### src/rtl/count_job_arbiter_pkg.sv
// Shared types for the count-job arbiter: FSM state encoding and the
// helper that sizes requester indices.
package count_arb_pkg;

  typedef enum logic {
    IDLE = 1'b0,
    RUN  = 1'b1
  } state_t;

  // Index width for n requesters; never narrower than one bit.
  function automatic int id_width(input int n);
    return (n > 1) ? $clog2(n) : 1;
  endfunction

endpackage

### src/rtl/count_job_arbiter_if.sv
// Requester-side bundle of the count-job arbiter: per-channel requests and
// lengths in, grant/status/counter/done back out.
interface count_job_arbiter_if
  import count_arb_pkg::*;
#(
  parameter int N_REQ = 4,
  parameter int CNT_W = 4
) ();

  localparam int ID_W = id_width(N_REQ);

  logic [N_REQ-1:0]       req;
  logic [N_REQ*CNT_W-1:0] len;
  logic [N_REQ-1:0]       grant;
  logic [ID_W-1:0]        grant_id;
  logic                   busy;
  logic [CNT_W-1:0]       count;
  logic [N_REQ-1:0]       done;

  modport master (
    output req, len,
    input  grant, grant_id, busy, count, done
  );

  modport slave (
    input  req, len,
    output grant, grant_id, busy, count, done
  );

endinterface

### src/rtl/count_job_arbiter_rr_pick.sv
// Combinational round-robin picker: first set request at or above the
// pointer, wrapping modulo N_REQ.
module rr_pick
  import count_arb_pkg::*;
#(
  parameter  int N_REQ = 4,
  localparam int ID_W  = id_width(N_REQ)
) (
  input  logic [N_REQ-1:0] i_req,
  input  logic [ID_W-1:0]  i_ptr,
  output logic             o_valid,
  output logic [ID_W-1:0]  o_idx,
  output logic [N_REQ-1:0] o_onehot
);

  // One extra bit so ptr + offset cannot overflow before the wrap.
  logic [ID_W:0]   w_sum;
  logic [ID_W-1:0] w_cand;

  always_comb begin
    // NOTE: every output and temporary gets a default first, so no path
    // through the loop leaves a value held and no latch is inferred.
    o_valid  = 1'b0;
    o_idx    = '0;
    o_onehot = '0;
    w_sum    = '0;
    w_cand   = '0;
    for (int i = 0; i < N_REQ; i++) begin
      w_sum  = {1'b0, i_ptr} + (ID_W + 1)'(i);
      w_cand = (w_sum >= (ID_W + 1)'(N_REQ)) ? ID_W'(w_sum - (ID_W + 1)'(N_REQ))
                                             : ID_W'(w_sum);
      if (!o_valid && i_req[w_cand]) begin
        o_valid          = 1'b1;
        o_idx            = w_cand;
        o_onehot[w_cand] = 1'b1;
      end
    end
  end

endmodule

### src/rtl/count_job_arbiter.sv
// Round-robin arbiter that lends one shared down-counter to N_REQ requesters
// and returns a Mealy done pulse to the winner when its count reaches zero.
module count_job_arbiter
  import count_arb_pkg::*;
#(
  parameter int N_REQ = 4,
  parameter int CNT_W = 4
) (
  input logic          clk,
  input logic          rst_n,
  count_job_arbiter_if.slave bus
);

  localparam int              ID_W    = id_width(N_REQ);
  localparam logic [ID_W-1:0] LAST_ID = ID_W'(N_REQ - 1);

  state_t           r_state;
  logic [N_REQ-1:0] r_grant;
  logic [ID_W-1:0]  r_grant_id;
  logic [ID_W-1:0]  r_ptr;
  logic             r_busy;
  logic [CNT_W-1:0] r_count;

  logic             w_pick_valid;
  logic [ID_W-1:0]  w_pick_idx;
  logic [N_REQ-1:0] w_pick_onehot;
  logic [CNT_W-1:0] w_len [N_REQ];
  logic             w_cur_req;
  logic             w_terminal;
  logic [ID_W-1:0]  w_next_ptr;

  for (genvar g = 0; g < N_REQ; g++) begin : g_len
    assign w_len[g] = bus.len[g*CNT_W +: CNT_W];
  end

  rr_pick #(.N_REQ(N_REQ)) u_pick (
    .i_req    (bus.req),
    .i_ptr    (r_ptr),
    .o_valid  (w_pick_valid),
    .o_idx    (w_pick_idx),
    .o_onehot (w_pick_onehot)
  );

  // An owner that drops its request aborts the job; abort beats completion.
  assign w_cur_req  = bus.req[r_grant_id];
  assign w_terminal = (r_state == RUN) && w_cur_req && (r_count == '0);
  assign w_next_ptr = (r_grant_id == LAST_ID) ? '0 : r_grant_id + 1'b1;

  always_ff @(posedge clk or negedge rst_n) begin
    // NOTE: state registers use non-blocking assignments so every register
    // sees the pre-edge values regardless of statement order.
    if (!rst_n) begin
      r_state    <= IDLE;
      r_grant    <= '0;
      r_grant_id <= '0;
      r_ptr      <= '0;
      r_busy     <= 1'b0;
      r_count    <= '0;
    end else begin
      case (r_state)
        IDLE: begin
          if (w_pick_valid) begin
            r_grant    <= w_pick_onehot;
            r_grant_id <= w_pick_idx;
            r_count    <= w_len[w_pick_idx];
            r_busy     <= 1'b1;
            r_state    <= RUN;
          end
        end
        RUN: begin
          if (!w_cur_req || r_count == '0) begin
            r_state <= IDLE;
            r_grant <= '0;
            r_busy  <= 1'b0;
            r_ptr   <= w_next_ptr;
          end else begin
            r_count <= r_count - 1'b1;
          end
        end
        default: begin
          r_state    <= IDLE;
          r_grant    <= '0;
          r_grant_id <= '0;
          r_busy     <= 1'b0;
          r_count    <= '0;
        end
      endcase
    end
  end

  assign bus.grant    = r_grant;
  assign bus.grant_id = r_grant_id;
  assign bus.busy     = r_busy;
  assign bus.count    = r_count;
  assign bus.done     = w_terminal ? r_grant : '0;

endmodule

### src/flat_wrapper.sv
// flat-port wrapper written by rule: the top's interface ports become plain ports
module count_job_arbiter_flat import count_arb_pkg::*;
#(
  parameter int N_REQ = 4,
  parameter int CNT_W = 4
)
  (clk, rst_n, bus_req, bus_len, bus_grant, bus_grant_id, bus_busy, bus_count, bus_done);
  count_job_arbiter_if #(.N_REQ(N_REQ), .CNT_W(CNT_W)) bus_i ();
  input logic clk;
  input logic rst_n;
  input wire logic [$bits(bus_i.req)-1:0] bus_req;
  input wire logic [$bits(bus_i.len)-1:0] bus_len;
  output wire logic [$bits(bus_i.grant)-1:0] bus_grant;
  output wire logic [$bits(bus_i.grant_id)-1:0] bus_grant_id;
  output wire logic [$bits(bus_i.busy)-1:0] bus_busy;
  output wire logic [$bits(bus_i.count)-1:0] bus_count;
  output wire logic [$bits(bus_i.done)-1:0] bus_done;
  assign bus_i.req = bus_req;
  assign bus_i.len = bus_len;
  assign bus_grant = bus_i.grant;
  assign bus_grant_id = bus_i.grant_id;
  assign bus_busy = bus_i.busy;
  assign bus_count = bus_i.count;
  assign bus_done = bus_i.done;
  count_job_arbiter #(.N_REQ(N_REQ), .CNT_W(CNT_W)) u_core (.clk(clk), .rst_n(rst_n), .bus(bus_i));
endmodule
### config.mk
export PLATFORM = sky130hd
export DESIGN_NAME = count_job_arbiter_flat
export DESIGN_NICKNAME = d
export VERILOG_FILES = /design/src/rtl/count_job_arbiter_pkg.sv /design/src/rtl/count_job_arbiter_if.sv /design/src/rtl/count_job_arbiter_rr_pick.sv /design/src/rtl/count_job_arbiter.sv /design/src/flat_wrapper.sv
export SDC_FILE = /design/constraint.sdc
export NUM_CORES = 1
export LEC_CHECK = 0
export CELL_PAD_IN_SITES_DETAIL_PLACEMENT = 0
export CELL_PAD_IN_SITES_GLOBAL_PLACEMENT = 1
export CORE_ASPECT_RATIO = 1.4
export CORE_MARGIN = 10
export CORE_UTILIZATION = 35
export CTS_BUF_LIST = sky130_fd_sc_hd__clkbuf_8
export CTS_CLUSTER_DIAMETER = 50
export DETAILED_ROUTE_END_ITERATION = 10
export PLACE_DENSITY = 0.85
export SKIP_CTS_REPAIR_TIMING = 1
export SYNTH_ARGS = -nofsm -noshare
export SYNTH_HDL_FRONTEND = slang
export SYNTH_HIERARCHICAL = 1
export SYNTH_SLANG_ARGS = --single-unit
### constraint.sdc
create_clock -name clk -period 3.55 [get_ports clk]
set_input_delay 0.71 -clock clk [delete_from_list [all_inputs] [get_ports clk]]
set_output_delay 0.71 -clock clk [all_outputs]
set_load 0.005 [all_outputs]
==> flow_metrics.tcl, run 1 <==
set metrics [dict create \
    outcome "complete, no violations" \
    vias 1177 \
    worstHoldPathCells 2 \
    drive_gt1_share_pct 20.5 \
    antenna_found_initial 0 \
    drtPass1Iterations 4 \
    dp_slack_ps -211 \
    wire_per_inst_um 16.4 \
    fmax_mhz 300 \
    grtUsageMet3_pct 2.18 \
    cts_tree "yes" \
    synth_nets 156 \
    async_flop_share_pct 100 \
    crit_top_cell "clkdlybuf4s50_1" \
    grt-ovfl-total 0 \
    yosysWarnings 6 \
    dieArea_um2 6520 \
    rsz0062_at_grt "false" \
    antenna_left 0 \
    max_stage_delay_ps 600 \
    cts.path.max_buffers 2 \
    grtUsageMet1_pct 11.0 \
    drt-initial-drc-count 82 \
    grt_pass1_vias 1211 \
    period_share_pct 94.0 \
    reg2reg_depth 9 \
    path_cells "clkdlybuf4s50_1, buf_4, mux4_2, and3_2, clkdlybuf4s50_1" \
    grt_pass1_wl_um 5670 \
    critPathMaxFanout 10 \
    cap_violations 0 \
    layout_commonest_cell "clkdlybuf4s50_1" \
    min_path_type "register to register" \
    grtUsageTotal_pct 10.3 \
    maxSlewViolCount 0 \
    finalSetupViolCount 0 \
    slowest_stage "mux4_2" \
    syn_area_per_cell_um2 10.2 \
    io_buffers 36 \
    die_y_um 91.6 \
    p_leak_nw 0.738 \
    num_antenna_cells 0 \
    ios 37 \
    ys_types 37 \
    finalHoldViolCount 0 \
    fin_skew_ps 3.18 \
    drc 0 \
    rows 25 \
    cp-start-kind "primary input" \
    core_area_um2 3440 \
    place.detailed.hpwl_um 2820 \
    synthesis.instances 126 \
    start_util_pct 37.2 \
    root_buffer "clkbuf_8" \
    fin_ws_ps 214 \
    grt_max_degree 15 \
    gp_congestion 0.875 \
    worstMarginPinSlew_ps 848 \
    arrival_ps 2630 \
    vdd_drop_max_v 0.000486 \
    path_clk_slew_ps 60 \
    drt_wl_total_um 3370 \
    clk-insertion-delay-late_ps 240 \
    cts-htree-levels 1 \
    nNetsFinal 197 \
    die_w_um 71.1 \
    grt_busiest_layer "met2" \
    yosysSeqAreaShare_pct 27.3 \
    area_growth_pct 37.5 \
    grt_util_met2_pct 18.7 \
    crit_type "primary input to primary output" \
    final_cell_mix "clkdlybuf4s50_1 (36), nand2_1 (16), dfrtp_1 (14)" \
    cp_data_required_time_ps 2840 \
    endpoint_kind "primary output" \
    synth_edf_count 0 \
    synth_ff_type "dfrtp_1" \
    period_minus_slack_ps 3340 \
    power_density_nw_per_um2 902 \
    synth_area_um2 1280 \
    via_per_inst 5.71 \
    whs_ps 511 \
    cts.sinks 14 \
    ys_seq_elements 14 \
    slew_headroom_pct 43.3 \
    cts_made_buffers 3 \
]
==> final cells by class <==
cell class                      count  area [um^2]
Multi-Input combinational cell     96          860
Inverter                            9         33.8
Timing Repair Buffer               43          413
Sequential cell                    14          350
Fill cell                         310         1680
Clock buffer                        4         55.1
Tap cell                           40         50.0
==> cells in the mapped netlist (3+ instances only) <==
library cell / number / area, um^2
clkbuf_1: 3 / 11.3
o21ai_0: 9 / 45.0
ha_1: 8 / 100
inv_1: 9 / 33.8
dfrtp_1: 14 / 350
nand2_1: 16 / 60.1
mux4_1: 3 / 78.8
and3_2: 4 / 30.0
nor2_1: 9 / 33.8
mux4_2: 6 / 135
nor2b_1: 3 / 18.8
a22oi_1: 9 / 67.6
==> cells by family (layout without fill, tap and decap cells) <==
| group | after synthesis | count (layout) | share of synthesized area (%) |
|---|---|---|---|
| compound gates | 30 | 30 | 17.8 |
| fa+ha+maj | 8 | 8 | 7.81 |
| buf+inv | 16 | 56 | 5.96 |
| flops | 14 | 14 | 27.3 |
| mux | 15 | 15 | 22.4 |
| simple gates | 43 | 43 | 18.8 |
==> routing by layer <==
metal / wire, um / vias up
met5: 0 / -
met4: 35 / 0
met3: 222 / 2
met2: 1800 / 46
met1: 1310 / 572
li1: - / 557
==> power breakdown <==
group	internal [mW]	switching (mW)
Sequential	0.236	0.106
Clock	0.0980	0.0546
Combinational	0.564	0.530
Total	0.899	0.691
==> metrics by stage <==
step / setup TNS, ps / cell area, um^2 / utilization, % / std cells / power [mW]
2_1_floorplan: 0 / 1280 / - / 126 / 1.13
3_3_place_gp: -345 / 1700 / 49.5 / 202 / 1.40
3_5_place_dp: -460 / 1700 / 49.5 / 202 / 1.43
4_1_cts: 0 / 1760 / 51.1 / 206 / 1.59
5_1_grt: 0 / 1760 / 51.2 / 206 / 1.74
6_report: 0 / 1760 / 51.2 / 206 / 1.59
==> worst max-delay path, delay by kind of cell <==
kind / cells / cell delay, ps
muxes: 1 / 600
and+or+nand+nor: 1 / 260
buffers and inverters: 3 / 1060
==> worst paths after layout <==
path	startpoint	to	slack, ps
worst max-delay path	bus_req[1]	bus_done[1]	210
worst min-delay path	u_core/bus.busy	u_core/bus.busy	510
worst max register to register	u_core/r_ptr[1]	u_core/bus.count[3]	520
worst min register to register	u_core/bus.busy	u_core/bus.busy	510
max in group asynchronous	rst_n	u_core/bus.grant[0]	2270
min in group asynchronous	rst_n	u_core/r_state	860
==> registers in the layout (all words and copies together), names as in the netlist <==
name                 cells
u_core/bus.grant_id      2
u_core/bus.count         4
u_core/r_state           1
u_core/bus.grant         4
u_core/r_ptr             2
u_core/bus.busy          1
(Power assumes the default switching activity.)
==> run 2, diff against run 1 <==
--- a/config.mk
+++ b/config.mk
@@ -10,9 +10,10 @@
 export CORE_ASPECT_RATIO = 1.4
 export CORE_MARGIN = 10
 export CORE_UTILIZATION = 35
-export CTS_BUF_LIST = sky130_fd_sc_hd__clkbuf_8
+export CTS_BUF_LIST = sky130_fd_sc_hd__clkbuf_16
 export CTS_CLUSTER_DIAMETER = 50
 export DETAILED_ROUTE_END_ITERATION = 10
+export HOLD_SLACK_MARGIN = 0.03
 export PLACE_DENSITY = 0.85
 export SKIP_CTS_REPAIR_TIMING = 1
 export SYNTH_ARGS = -nofsm -noshare
==> run 2 against run 1 <==
  * Total power is 3.8% higher
  * Maximum frequency hardly changed
  * Sequential cell count is the same
  * First-iteration DRC count rose by 38%
  * Clock skew decreased by 1.4 ps
  * Setup slack got worse by 0.91 ps
  * Non-clock buffer count is the same
  * Final cell count stayed put
  * Critical endpoint unchanged
  * Highest routed layer unchanged
==> flow_metrics.tcl, run 2 (synthesis gave the netlist of run 1 again) <==
set metrics [dict create \
    outcome "complete, no violations" \
    drt_wl_total_um 3370 \
    cts_tree "yes" \
    arrival_ps 2630 \
    vdd_drop_max_v 0.000518 \
    rows 25 \
    grt_max_degree 15 \
    cp-start-kind "primary input" \
    start_util_pct 37.2 \
    ios 37 \
    register_area_um2 350 \
    endpoint_kind "primary output" \
    grt_util_met2_pct 18.9 \
    finalSetupViolCount 0 \
    fillers 309 \
    fmax_mhz 300 \
    reg2reg_depth 9 \
    period_minus_slack_ps 3340 \
    drtPass1Iterations 4 \
    core_area_um2 3440 \
    rsz0062_at_grt "false" \
    drc 0 \
    cts.sinks 14 \
    critPathMaxFanout 10 \
    io_buffers 36 \
    antenna_left 0 \
    cts.path.max_buffers 2 \
    grtUsageMet1_pct 10.9 \
    min_path_type "register to register" \
    cp_data_required_time_ps 2840 \
    p_leak_nw 0.748 \
    area_growth_pct 39.4 \
    cap_violations 0 \
    r2r_setup_slack_ps 520 \
    dieArea_um2 6520 \
    root_buffer "clkbuf_16" \
    grtUsageMet3_pct 2.18 \
    gp_congestion 0.875 \
    grtUsageTotal_pct 10.4 \
    cts-htree-levels 1 \
    setup_tns_ps 0 \
    num_antenna_cells 0 \
    multi_input_area_um2 860 \
    vias 1168 \
    totalPowerFinal_mw 1.65 \
    drive_gt1_share_pct 19.9 \
    cts_made_buffers 3 \
    grt_pass1_wl_um 5690 \
    fin_area_um2 1790 \
    nNetsFinal 197 \
    reg2reg_from "u_core/r_ptr[1]" \
    whs_ps 501 \
    r2r-end "u_core/bus.count[3]" \
    finalHoldViolCount 0 \
    fin_skew_ps 1.74 \
    grt_busiest_layer "met2" \
    dpl_cell_area_um2 1700 \
    die_w_um 71.1 \
    wire_per_inst_um 16.4 \
    layout_commonest_cell "clkdlybuf4s50_1" \
    grt_pass1_vias 1234 \
    path_clk_slew_ps 40 \
    crit_start "bus_req[1]" \
    antenna_found_initial 0 \
    clk-insertion-delay-late_ps 240 \
    crit_type "primary input to primary output" \
    slew_headroom_pct 44.9 \
    worstMarginPinSlew_ps 825 \
    drt-initial-drc-count 113 \
    final_cell_mix "clkdlybuf4s50_1 (36), nand2_1 (16), dfrtp_1 (14)" \
    die_y_um 91.6 \
    place.detailed.hpwl_um 2820 \
    power_density_nw_per_um2 924 \
    critPathCapture "bus_done[1]" \
    grt-ovfl-total 0 \
    period_share_pct 94.0 \
    maxSlewViolCount 0 \
    via_per_inst 5.67 \
]
run 2: cell types whose count changed in the layout (fill, tap and decap cells not counted):
cell | before | now
clkbuf_8 | 4 | 0
clkbuf_16 | 0 | 3
clkinv_1 | 0 | 1
run 2: metal layers:
| metal | part of all wire (%) | wire length [um] | vias to the layer above |
|---|---|---|---|
| li1 | - | - | 557 |
| met1 | 39 | 1310 | 570 |
| met3 | 6.2 | 210 | 4 |
| met5 | 0 | 0 | - |
| met2 | 53 | 1790 | 37 |
| met4 | 1.6 | 53 | 0 |
run 2: how the worst min path moves through the flow:
stage | startpoint | end | slack, ps | depth (start not counted)
floorplan | rst_n | u_core/bus.busy | 410 | 0
global placement | u_core/bus.busy | u_core/bus.busy | 480 | 2
detailed placement | u_core/bus.busy | u_core/bus.busy | 500 | 2
CTS | u_core/bus.busy | u_core/bus.busy | 510 | 2
global route | u_core/bus.busy | u_core/bus.busy | 530 | 2
finish | u_core/bus.busy | u_core/bus.busy | 500 | 2
run 2: per-stage QoR:
step | util (%) | worst slack (ps) | instances
6_report | 51.9 | 214 | 206
4_1_cts | 51.7 | 32.0 | 206
2_1_floorplan | - | 626 | 126
3_5_place_dp | 49.5 | -211 | 202
5_1_grt | 51.9 | 48.7 | 206
3_3_place_gp | 49.5 | -169 | 202
run 2: cell type report:
cell class	instances	area share (%)
Inverter	9	1.89
Clock inverter	1	0.210
Tap cell	40	2.80
Timing Repair Buffer	43	23.1
Multi-Input combinational cell	96	48.1
Sequential cell	14	19.6
Clock buffer	3	4.20
run 2: power by group:
part | total [mW] | internal [mW] | switching (mW)
logic | 1.09 | 0.565 | 0.530
registers | 0.343 | 0.237 | 0.106
clock network | 0.212 | 0.149 | 0.0629
total | 1.65 | 0.950 | 0.699
run 2: critical path, cell delays in order:
cell	delay [ps]
clkdlybuf4s50_1	450
buf_4	160
mux4_2	600
and3_2	260
clkdlybuf4s50_1	450
